<file path="config.mk">
export PLATFORM = sky130hd
export DESIGN_NAME = count_job_arbiter_flat
export DESIGN_NICKNAME = d
export VERILOG_FILES = /design/src/rtl/count_job_arbiter_if.sv /design/src/rtl/count_job_arbiter.sv /design/src/flat_wrapper.sv
export SDC_FILE = /design/constraint.sdc
export NUM_CORES = 1
export LEC_CHECK = 0
export ABC_CLOCK_PERIOD_IN_PS = 5500
export CORE_MARGIN = 5
export CORE_UTILIZATION = 47
export CTS_CLUSTER_DIAMETER = 30
export CTS_CLUSTER_SIZE = 28
export DETAILED_ROUTE_END_ITERATION = 8
export PLACE_DENSITY = 0.92
export SYNTH_ARGS = -nofsm -noshare
export SYNTH_HDL_FRONTEND = slang
export SYNTH_SLANG_ARGS = --single-unit
</file>
<file path="constraint.sdc">
create_clock -name clk -period 5.5 [get_ports clk]
set_input_delay 1.1 -clock clk [delete_from_list [all_inputs] [get_ports clk]]
set_output_delay 1.1 -clock clk [all_outputs]
set_load 0.02 [all_outputs]
</file>
<file path="src/rtl/count_job_arbiter_if.sv">
// count_job_arbiter_if: requester bus and status outputs of the shared count engine
interface count_job_arbiter_if #(
  parameter int N_REQ = 4,
  parameter int CNT_W = 4
);
  logic [N_REQ-1:0]       req;
  logic [N_REQ*CNT_W-1:0] req_len;
  logic [N_REQ-1:0]       gnt;
  logic                   busy;
  logic                   done;
  logic                   aborted;
  logic [2:0]             done_id;
  logic [CNT_W-1:0]       cnt_value;
  logic [1:0]             state_out;
  logic [7:0]             led_code;
  modport master (
    output req, req_len,
    input  gnt, busy, done, aborted, done_id, cnt_value, state_out, led_code
  );
  modport slave (
    input  req, req_len,
    output gnt, busy, done, aborted, done_id, cnt_value, state_out, led_code
  );
endinterface

</file>
<file path="src/rtl/count_job_arbiter.sv">
// count_job_arbiter: round-robin sharing of one count engine between N_REQ requesters
module count_job_arbiter #(
  parameter int N_REQ = 4,
  parameter int CNT_W = 4
) (
  input  logic                    clk,
  input  logic                    reset,
  input  logic                    ena,
  count_job_arbiter_if.slave      bus
);
  localparam int IW = N_REQ > 1 ? $clog2(N_REQ) : 1;
  typedef enum logic [1:0] {IDLE = 2'b00, LOAD = 2'b01, COUNT = 2'b10, DONE = 2'b11} state_t;
  state_t          state_q, state_d;
  logic [CNT_W-1:0] cnt_q, cnt_d, len_q, len_d;
  logic [IW-1:0]    owner_q, owner_d, ptr_q, ptr_d, pick, idx;
  logic             abort_q, abort_d;
  // first requester above the last-grant pointer, wrapping; downward scan so the nearest wins
  always_comb begin
    pick = ptr_q;
    idx  = '0;
    for (int i = N_REQ; i >= 1; i--) begin
      idx = IW'((int'(ptr_q) + i) % N_REQ);
      if (bus.req[idx]) pick = idx;
    end
  end
  // job sequencing: IDLE -> LOAD -> COUNT -> DONE
  always_comb begin
    state_d = state_q;
    cnt_d   = cnt_q;
    len_d   = len_q;
    owner_d = owner_q;
    ptr_d   = ptr_q;
    abort_d = abort_q;
    case (state_q)
      IDLE: if (|bus.req) begin
        owner_d = pick;
        ptr_d   = pick;
        len_d   = bus.req_len[int'(pick)*CNT_W +: CNT_W];
        state_d = LOAD;
      end
      LOAD: begin
        cnt_d   = '0;
        abort_d = 1'b0;
        state_d = (len_q == '0) ? DONE : COUNT;
      end
      COUNT: if (!bus.req[owner_q]) begin
        abort_d = 1'b1;
        state_d = DONE;
      end else if (cnt_q == len_q - CNT_W'(1)) begin
        state_d = DONE;
      end else begin
        cnt_d = cnt_q + CNT_W'(1);
      end
      DONE:    state_d = IDLE;
      default: state_d = IDLE;
    endcase
  end
  // state registers; reset wins over ena, ena=0 freezes everything
  always_ff @(posedge clk) begin
    if (reset) begin
      state_q <= IDLE;
      cnt_q   <= '0;
      len_q   <= '0;
      owner_q <= '0;
      ptr_q   <= IW'(N_REQ - 1);
      abort_q <= 1'b0;
    end else if (ena) begin
      state_q <= state_d;
      cnt_q   <= cnt_d;
      len_q   <= len_d;
      owner_q <= owner_d;
      ptr_q   <= ptr_d;
      abort_q <= abort_d;
    end
  end
  assign bus.gnt       = (state_q == IDLE) ? '0 : (N_REQ'(1) << owner_q);
  assign bus.busy      = state_q != IDLE;
  assign bus.done      = state_q == DONE;
  assign bus.aborted   = (state_q == DONE) && abort_q;
  assign bus.done_id   = 3'(owner_q);
  assign bus.cnt_value = cnt_q;
  assign bus.state_out = state_q;
  assign bus.led_code  = state_q == IDLE ? 8'd10 : state_q == LOAD ? 8'd3 : state_q == COUNT ? 8'd5 : 8'd15;
endmodule

</file>
<file path="src/flat_wrapper.sv">
// flat-port wrapper written by rule: the top's interface ports become plain ports
module count_job_arbiter_flat 
#(
  parameter int N_REQ = 4,
  parameter int CNT_W = 4
)
  (clk, reset, ena, bus_req, bus_req_len, bus_gnt, bus_busy, bus_done, bus_aborted, bus_done_id, bus_cnt_value, bus_state_out, bus_led_code);
  count_job_arbiter_if #(.N_REQ(N_REQ), .CNT_W(CNT_W)) bus_i ();
  input  logic clk;
  input  logic reset;
  input  logic ena;
  input wire logic [$bits(bus_i.req)-1:0] bus_req;
  input wire logic [$bits(bus_i.req_len)-1:0] bus_req_len;
  output wire logic [$bits(bus_i.gnt)-1:0] bus_gnt;
  output wire logic [$bits(bus_i.busy)-1:0] bus_busy;
  output wire logic [$bits(bus_i.done)-1:0] bus_done;
  output wire logic [$bits(bus_i.aborted)-1:0] bus_aborted;
  output wire logic [$bits(bus_i.done_id)-1:0] bus_done_id;
  output wire logic [$bits(bus_i.cnt_value)-1:0] bus_cnt_value;
  output wire logic [$bits(bus_i.state_out)-1:0] bus_state_out;
  output wire logic [$bits(bus_i.led_code)-1:0] bus_led_code;
  assign bus_i.req = bus_req;
  assign bus_i.req_len = bus_req_len;
  assign bus_gnt = bus_i.gnt;
  assign bus_busy = bus_i.busy;
  assign bus_done = bus_i.done;
  assign bus_aborted = bus_i.aborted;
  assign bus_done_id = bus_i.done_id;
  assign bus_cnt_value = bus_i.cnt_value;
  assign bus_state_out = bus_i.state_out;
  assign bus_led_code = bus_i.led_code;
  count_job_arbiter #(.N_REQ(N_REQ), .CNT_W(CNT_W)) u_core (.clk(clk), .reset(reset), .ena(ena), .bus(bus_i));
endmodule
</file>
### After elaboration in Yosys (flattened, before gate mapping)

Cells that the tools add are included.

* flip-flop bits (word level): 15
* input bits: 23
* output and inout port bits: 24
* word-level logic and storage cells: 66

* add/subtract/negate cells: 6
* magnitude comparators: 5
* equality and inequality tests: 9
* shifts and indexed selects: 2
* multiplexer cells: 28
* reduce and logical (&&, ||, !) cells: 10

Operators by type and width (number)
* 4-bit 2-to-1 mux: 4
* 8-bit 2-to-1 mux: 2
* 16-bit by 5-bit variable part select with 4-bit output: 1
* 2-bit by 3-bit less-than comparator with 1-bit output (second input constant): 5
* 2-bit 2-to-1 mux: 7
* 1-bit binary-select mux with 2-bit select: 5
* 3-bit AND reduction: 3
* 2-bit one-hot mux with 4 select lines: 1
* 4-bit one-hot mux with 2 select lines: 1
* 1-bit 2-to-1 mux: 7
* 2-bit by 1-bit adder with 2-bit output (second input constant): 2
* 2-bit adder (second input constant): 2
* 4-bit by 1-bit adder with 4-bit output (second input constant): 1
* 2-bit == test (second input constant): 2
* 4-bit == test: 1
* 4-bit zero test: 1
* 2-bit by 1-bit != test with 1-bit output (second input constant): 2
* 2-bit != test (second input constant): 2
* 4-bit AND reduction: 1
* 2-bit nonzero test: 2
* 4-bit OR reduction: 1
* 1-bit by 2-bit << shifter with 4-bit output (first input constant): 1
* 4-bit by 1-bit subtractor with 4-bit output (second input constant): 1
* 3-bit != test (second input constant): 1
* other kinds (4): 4

### Logic depth before layout (Yosys ltp)

Gate-level depths: netlist of the first run.

* word-level depth: 8
* gate-level depth with buffers: 7
* depth with buffers taken out: 7

### Least setup slack after synthesis of the first run

No wires, ideal clock.

* path type: register to output
* start: register u_core.state_q[0], in the netlist u_core.bus.state_out[0]
* end: output port bus_gnt[1]
* data arrival time: 1491 ps
* data required time: 4400 ps
* setup slack: 2909 ps
* stages on the path, launching flop included: 5
* path buffers: 1
* cell sequence: dfxtp_1 > inv_1 > ha_1 > buf_4 > nor3b_1

* longest elaborated chain between the ends: 2

Ends and longest elaborated chain
* start, declared: line count_job_arbiter.sv:13 `state_t state_q, state_d;`
* start signal, assigned: line count_job_arbiter.sv:68 `state_q <= state_d;`
* 2-bit zero test: line count_job_arbiter.sv:76 `assign bus.gnt = (state_q == IDLE) ? '0 : (N_REQ'(1) << owner_q);`
* 4-bit 2-to-1 mux: line count_job_arbiter.sv:76
* end, declared: line flat_wrapper.sv:14 `output wire logic [$bits(bus_i.gnt)-1:0] bus_gnt;`

Every way passes these cells.

### Worst setup path after layout of the first run

* start: register u_core.state_q[1], in the netlist u_core.bus.state_out[1]
* end: output port bus_gnt[3]

The elaborated chain is that of the path after synthesis.

==> results of run 1 <==
synthesized netlist by cell type (4+ instances only):
cell / count
dfxtp_1: 15
nand2_1: 12
a211oi_1: 9
a21oi_1: 9
and3_1: 9
inv_1: 8
buf_4: 7
ha_1: 7
nor2_1: 7
nor3_1: 6
nand2b_1: 4
nand3b_1: 4
o31ai_1: 4
where the power goes:
group	switching, uW	total [uW]	internal, uW
logic	93.2	175	81.4
clock network	39.8	66.8	27.0
registers	13.2	132	119
flip-flops by register name (all words and copies together) (netlist names):
register	flops
u_core.len_q	4
u_core.ptr_q	2
u_core.bus.cnt_value	4
u_core.owner_q	2
u_core.bus.state_out	2
u_core.abort_q	1
path summary, 6_finish.rpt:
check | to | slack [ns] | cells after the start
min reg2reg | u_core.abort_q | 0.49 | 2
max reg2reg | u_core.len_q[0] | 3.60 | 5
max | bus_gnt[3] | 2.32 | 5
min | u_core.abort_q | 0.49 | 2
cells in the final DEF, fill, tap and decap left out, types with 4 or more instances in the layout:
cell type         n
nor3_1            6
a21oi_1           9
ha_1              7
nand2b_1          4
and3_1            9
inv_1             8
nor2_1            7
conb_1            5
a211oi_1          9
clkdlybuf4s50_1  41
o31ai_1           4
nand3b_1          4
dfxtp_1          15
nand2_1          12
final cells by class:
class	instances	area (um2)
Clock inverter	1	5.00
Fill cell	209	845
Sequential cell	15	300
Multi-Input combinational cell	118	827
Tap cell	30	37.5
Inverter	8	30.0
Timing Repair Buffer	41	410
Clock buffer	3	22.5
cell families (layout without fill, tap and decap cells):
logic type	count (synthesis)	in the layout
muxes	1	1
adders and majority gates	7	7
other	1	5
and+or+nand+nor	57	57
buffers and inverters	17	53
DFF	15	15
xor gates and xnor gates	5	5
AOI/OAI and AO/OA	43	43
stage by stage:
stage	hold slack [ns]	cell area, um2	total power, uW
after floorplan	0.445	1220	250
after global placement	0.456	1610	301
after detailed placement	0.483	1610	308
after CTS	0.499	1630	374
after global routing	0.508	1630	398
final	0.494	1630	373
per-layer routing:
layer / share of wire / track usage / vias up
met3: 0.085 / 0.0340 / 6
met5: 0 / 0 / -
met2: 0.51 / 0.331 / 70
li1: - / - / 611
met1: 0.39 / 0.210 / 561
met4: 0.010 / 0.0557 / 0
worst max-delay path: stages, from the launching register on:
cell	delay, ns
dfxtp_1	0.46
inv_1	0.09
ha_1	0.31
inv_1	0.15
and3_1	0.17
clkdlybuf4s50_1	0.61
==> impl_metrics.env, run 1 <==
export IMPL_hpwlAfterDp_um=2520
export IMPL_cp_start_kind="register"
export IMPL_rows=18
export IMPL_synth_top_family_by_area="simple AND/OR/NAND/NOR gates"
export IMPL_clock_skew_ns=0.00146
export IMPL_nets=217
export IMPL_grt_use_total=0.180
export IMPL_crit_required_ns=4.40
export IMPL_grt_max_degree=19
export IMPL_core_um2=2480
export IMPL_hold_viol=0
export IMPL_hold_start="u_core.abort_q"
export IMPL_grt_remaining_overflow=0
export IMPL_postCtsSetupRepairBufs=0
export IMPL_max_slew_worst_pin_slew_ns=0.611
export IMPL_cts_resized=0
export IMPL_synth_area_leaders="dfxtp_1 (25%), ha_1 (7.2%), a211oi_1 (5.6%), and3_1 (4.7%), buf_4 (4.3%)"
export IMPL_synth_edff_count=0
export IMPL_status="finished clean"
export IMPL_ir_drop_v=0.000132
export IMPL_numCtsBuffers=3
export IMPL_p_leak_uw=0.000617
export IMPL_drv_cap=0
export IMPL_critPathArrivalTime_ns=2.08
export IMPL_synthToLayoutAreaGrowth_pct=35.1
export IMPL_vias=1248
export IMPL_rsz0062_at_grt="no"
export IMPL_synth_xor_area_frac=0.0559
export IMPL_drv_slew=0
export IMPL_num_antenna_cells=0
export IMPL_wl_um=3130
export IMPL_synth_simple_area_share=0.262
export IMPL_syn_inst=146
export IMPL_drt_first_pass_iters=5
export IMPL_synthArstFlopShare=0
export IMPL_cts_htree_levels=1
export IMPL_place_ws_ns=2.59
export IMPL_synth_seq_cells=15
export IMPL_muxShareOfSynthArea=0.0186
export IMPL_io_buffers=41
export IMPL_die_w_um=60.7
export IMPL_syn_area_um2=1210
export IMPL_routabilityCongestion=0.790
export IMPL_max_freq_mhz=314
export IMPL_avgSynthCellArea_um2=8.28
export IMPL_crit_type="reg2out"
export IMPL_fin_crit_sh=0.578
export IMPL_grt_pass1_vias=1217
export IMPL_clockBufferDepth=2
export IMPL_endpoint_kind="output pin"
export IMPL_post_route_util=0.659
export IMPL_synth_adder_area_share=0.0725
export IMPL_grt_antenna_before_repair=0
export IMPL_synth_compound_area_share=0.260
export IMPL_path_clk_slew_ns=0.10
export IMPL_cts_tree="built"
export IMPL_drtIter0Drc=57
export IMPL_die_area_um2=3690
export IMPL_synth_top_cell_by_area="dfxtp_1"
export IMPL_power_density_nw_per_um2=229
export IMPL_die_h_um=60.7
export IMPL_vias_per_cell=5.78
export IMPL_cp_max_fo=10
export IMPL_timing_rr_start="u_core.bus.state_out[0]"
export IMPL_wl_per_cell_um=14.5
export IMPL_setup_tns_ns=0
export IMPL_period_minus_slack_ns=3.18
export IMPL_clk_latency_ns=0.29
export IMPL_postCtsHoldBufs=0
export IMPL_synthDistinctLibCells=45
export IMPL_ant_nets=0
export IMPL_startpoint="u_core.bus.state_out[1]"
export IMPL_relSlewSlack=0.591
export IMPL_grt_pass1_wl_um=5140
export IMPL_drive_above_1_share=0.0645
export IMPL_synth_flop_cell="dfxtp_1"
export IMPL_start_util=0.488
export IMPL_yosysSeqAreaShare=0.248
export IMPL_clkSinkCount=15
export IMPL_cts_root_buf="clkbuf_4"
export IMPL_setup_viol=0
export IMPL_ys_warn_count=0
export IMPL_synth_top_area_share=0.248
export IMPL_drc=0
export IMPL_worst_slack_ns=2.32
export IMPL_io_pins=47
export IMPL_min_path_type="reg2reg"
export IMPL_final_cell_count_no_fill=216
export IMPL_dp_cells=212
Power figures use the tool's default switching activity.
==> run 2, diff against run 1 <==
--- a/config.mk
+++ b/config.mk
@@ -5,13 +5,13 @@
 export SDC_FILE = /design/constraint.sdc
 export NUM_CORES = 1
 export LEC_CHECK = 0
-export ABC_CLOCK_PERIOD_IN_PS = 5500
+export ABC_CLOCK_PERIOD_IN_PS = 2800
 export CORE_MARGIN = 5
-export CORE_UTILIZATION = 47
+export CORE_UTILIZATION = 39
 export CTS_CLUSTER_DIAMETER = 30
 export CTS_CLUSTER_SIZE = 28
 export DETAILED_ROUTE_END_ITERATION = 8
-export PLACE_DENSITY = 0.92
+export PLACE_DENSITY = 0.83
 export SYNTH_ARGS = -nofsm -noshare
 export SYNTH_HDL_FRONTEND = slang
 export SYNTH_SLANG_ARGS = --single-unit
==> constraint.sdc (replaced) <==
create_clock -name clk -period 2.8 [get_ports clk]
set_input_delay 0.56 -clock clk [delete_from_list [all_inputs] [get_ports clk]]
set_output_delay 0.56 -clock clk [all_outputs]
set_load 0.02 [all_outputs]
==> run 2 against run 1 <==
Compared with the run above:
- first-iteration DRC count is 32% lower
- die area grew 17%
- core utilization fell by 11 points
- routed wire length down 9.1%
- register-to-register slack lost 2.7 ns
- global-route usage is 4.8 points lower
- clock power up 92%
- flip-flop and latch count is the same
- worst setup slack got worse by 2.1 ns
- final area increased by 1.1%
- largest power group unchanged
==> impl_metrics.env, run 2 (synthesis results as in run 1) <==
export IMPL_crit_type="reg2out"
export IMPL_die_w_um=65.7
export IMPL_dp_cells=217
export IMPL_p_int_uw=449
export IMPL_setup_viol=0
export IMPL_clock_skew_ns=0.00508
export IMPL_drt_first_pass_iters=4
export IMPL_cts_resized=0
export IMPL_max_freq_mhz=383
export IMPL_endpoint_kind="output pin"
export IMPL_startpoint="u_core.bus.state_out[1]"
export IMPL_drc=0
export IMPL_grt_antenna_before_repair=0
export IMPL_setup_tns_ns=0
export IMPL_cp_max_fo=10
export IMPL_ff_latch_area_um2=300
export IMPL_cp_slowest_cell="clkdlybuf4s50_1"
export IMPL_fin_crit_sh=0.933
export IMPL_grt_remaining_overflow=0
export IMPL_power_uw=729
export IMPL_wl_per_cell_um=12.9
export IMPL_endpoint="bus_gnt[3]"
export IMPL_p_leak_uw=0.000627
export IMPL_reg2reg_setup_slack_ns=0.91
export IMPL_switching_power_uw=279
export IMPL_hpwlAfterDp_um=2230
export IMPL_combPwrFrac=0.471
export IMPL_rsz0062_at_grt="no"
export IMPL_status="finished clean"
export IMPL_die_area_um2=4310
export IMPL_num_antenna_cells=0
export IMPL_period_minus_slack_ns=2.61
export IMPL_crit_path_frequent_cell="inv_1"
export IMPL_crit_required_ns=2.24
export IMPL_drive_above_1_share=0.0745
export IMPL_path_clk_slew_ns=0.10
export IMPL_hold_viol=0
export IMPL_nets=219
export IMPL_relSlewSlack=0.660
export IMPL_max_stage_delay_ns=0.60
export IMPL_cts_tree="built"
export IMPL_p_sw_frac=0.383
export IMPL_cp_start_kind="register"
export IMPL_drv_slew=0
export IMPL_crit_chain="inv_1, ha_1, inv_1, and3_1, clkdlybuf4s50_1"
export IMPL_start_util=0.402
export IMPL_die_h_um=65.7
export IMPL_final_cell_count_no_fill=221
export IMPL_synthToLayoutAreaGrowth_pct=36.6
export IMPL_drv_cap=0
export IMPL_final_common_cell="clkdlybuf4s50_1"
export IMPL_timing_rr_start="u_core.bus.state_out[0]"
export IMPL_rows=20
export IMPL_max_slew_worst_pin_slew_ns=0.511
export IMPL_clockBufferDepth=2
export IMPL_io_pins=47
export IMPL_numCtsBuffers=3
export IMPL_routabilityCongestion=0.828
export IMPL_power_density_nw_per_um2=441
export IMPL_r2r_end="u_core.len_q[1]"
export IMPL_postCtsSetupRepairBufs=0
export IMPL_grt_max_degree=12
export IMPL_clk_latency_ns=0.28
export IMPL_timing_hold_ws_ns=0.481
export IMPL_wl_um=2840
export IMPL_io_buffers=41
export IMPL_ff2ff_path_depth=5
export IMPL_grt_use_total=0.132
export IMPL_vias=1183
export IMPL_multi_input_area_um2=827
export IMPL_ant_nets=0
export IMPL_cts_root_buf="clkbuf_4"
export IMPL_fillers=293
export IMPL_seqPwrFrac=0.354
export IMPL_layout_common_cells="clkdlybuf4s50_1 (41), dfxtp_1 (15), nand2_1 (12)"
export IMPL_grt_pass1_vias=1110
export IMPL_critPathArrivalTime_ns=2.05
export IMPL_clkSinkCount=15
export IMPL_cts_htree_levels=1
export IMPL_vias_per_cell=5.35
export IMPL_drtIter0Drc=39
export IMPL_min_path_type="reg2reg"
export IMPL_grt_pass1_wl_um=4660
export IMPL_ir_drop_v=0.000176
export IMPL_power_share_clock=0.175
export IMPL_postCtsHoldBufs=0
export IMPL_core_um2=3000
run 2: cell count changes in the layout (fill, tap and decap cells not counted), sizes merged:
| cell | change |
|---|---|
| buf | +2 |
run 2: per-layer routing:
| metal | vias to the layer above | wire length (um) | GRT usage |
|---|---|---|---|
| met5 | - | 0 | 0 |
| li1 | 613 | - | - |
| met2 | 40 | 1320 | 0.235 |
| met4 | 0 | 27 | 0.0544 |
| met1 | 528 | 1310 | 0.160 |
| met3 | 2 | 191 | 0.0137 |
run 2: stage by stage:
stage / setup slack (ns) / area [um2] / util
CTS: 0.183 / 1650 / 0.550
global placement: 0.497 / 1620 / 0.541
global route: 0.0704 / 1650 / 0.550
finish: 0.186 / 1650 / 0.550
detailed placement: 0.498 / 1620 / 0.541
floorplan: 0.749 / 1220 / -
run 2: worst max-delay path: cells and delay by family, from the launching register on:
family / cells / cell delay [ns]
adder cells (fa/ha/maj): 1 / 0.31
buffers and inverters: 3 / 0.84
flip-flops: 1 / 0.46
AND/OR/NAND/NOR: 1 / 0.16
run 2: power by group through the flow:
stage	Clock, uW	Combinational, uW	Sequential (uW)
after CTS	132	344	258
after global routing	142	375	261
final	128	343	258
after floorplan	0	226	266
after global placement	0	340	262
after detailed placement	0	343	262
run 2: layout make-up:
class | instances | area share
multi-input combinational | 118 | 0.501
inverter | 8 | 0.0182
sequential | 15 | 0.182
timing repair buffer | 43 | 0.258
clock inverter | 1 | 0.00303
clock buffer | 3 | 0.0136
tap | 33 | 0.0250
run 2: worst min path at each step:
stage / startpoint / to / slack, ns / depth (start not counted)
after floorplan: u_core.abort_q / u_core.abort_q / 0.44 / 2
after global placement: u_core.abort_q / u_core.abort_q / 0.46 / 2
after detailed placement: u_core.abort_q / u_core.abort_q / 0.47 / 2
after CTS: u_core.abort_q / u_core.abort_q / 0.48 / 2
after global routing: u_core.abort_q / u_core.abort_q / 0.50 / 2
final: u_core.abort_q / u_core.abort_q / 0.48 / 2
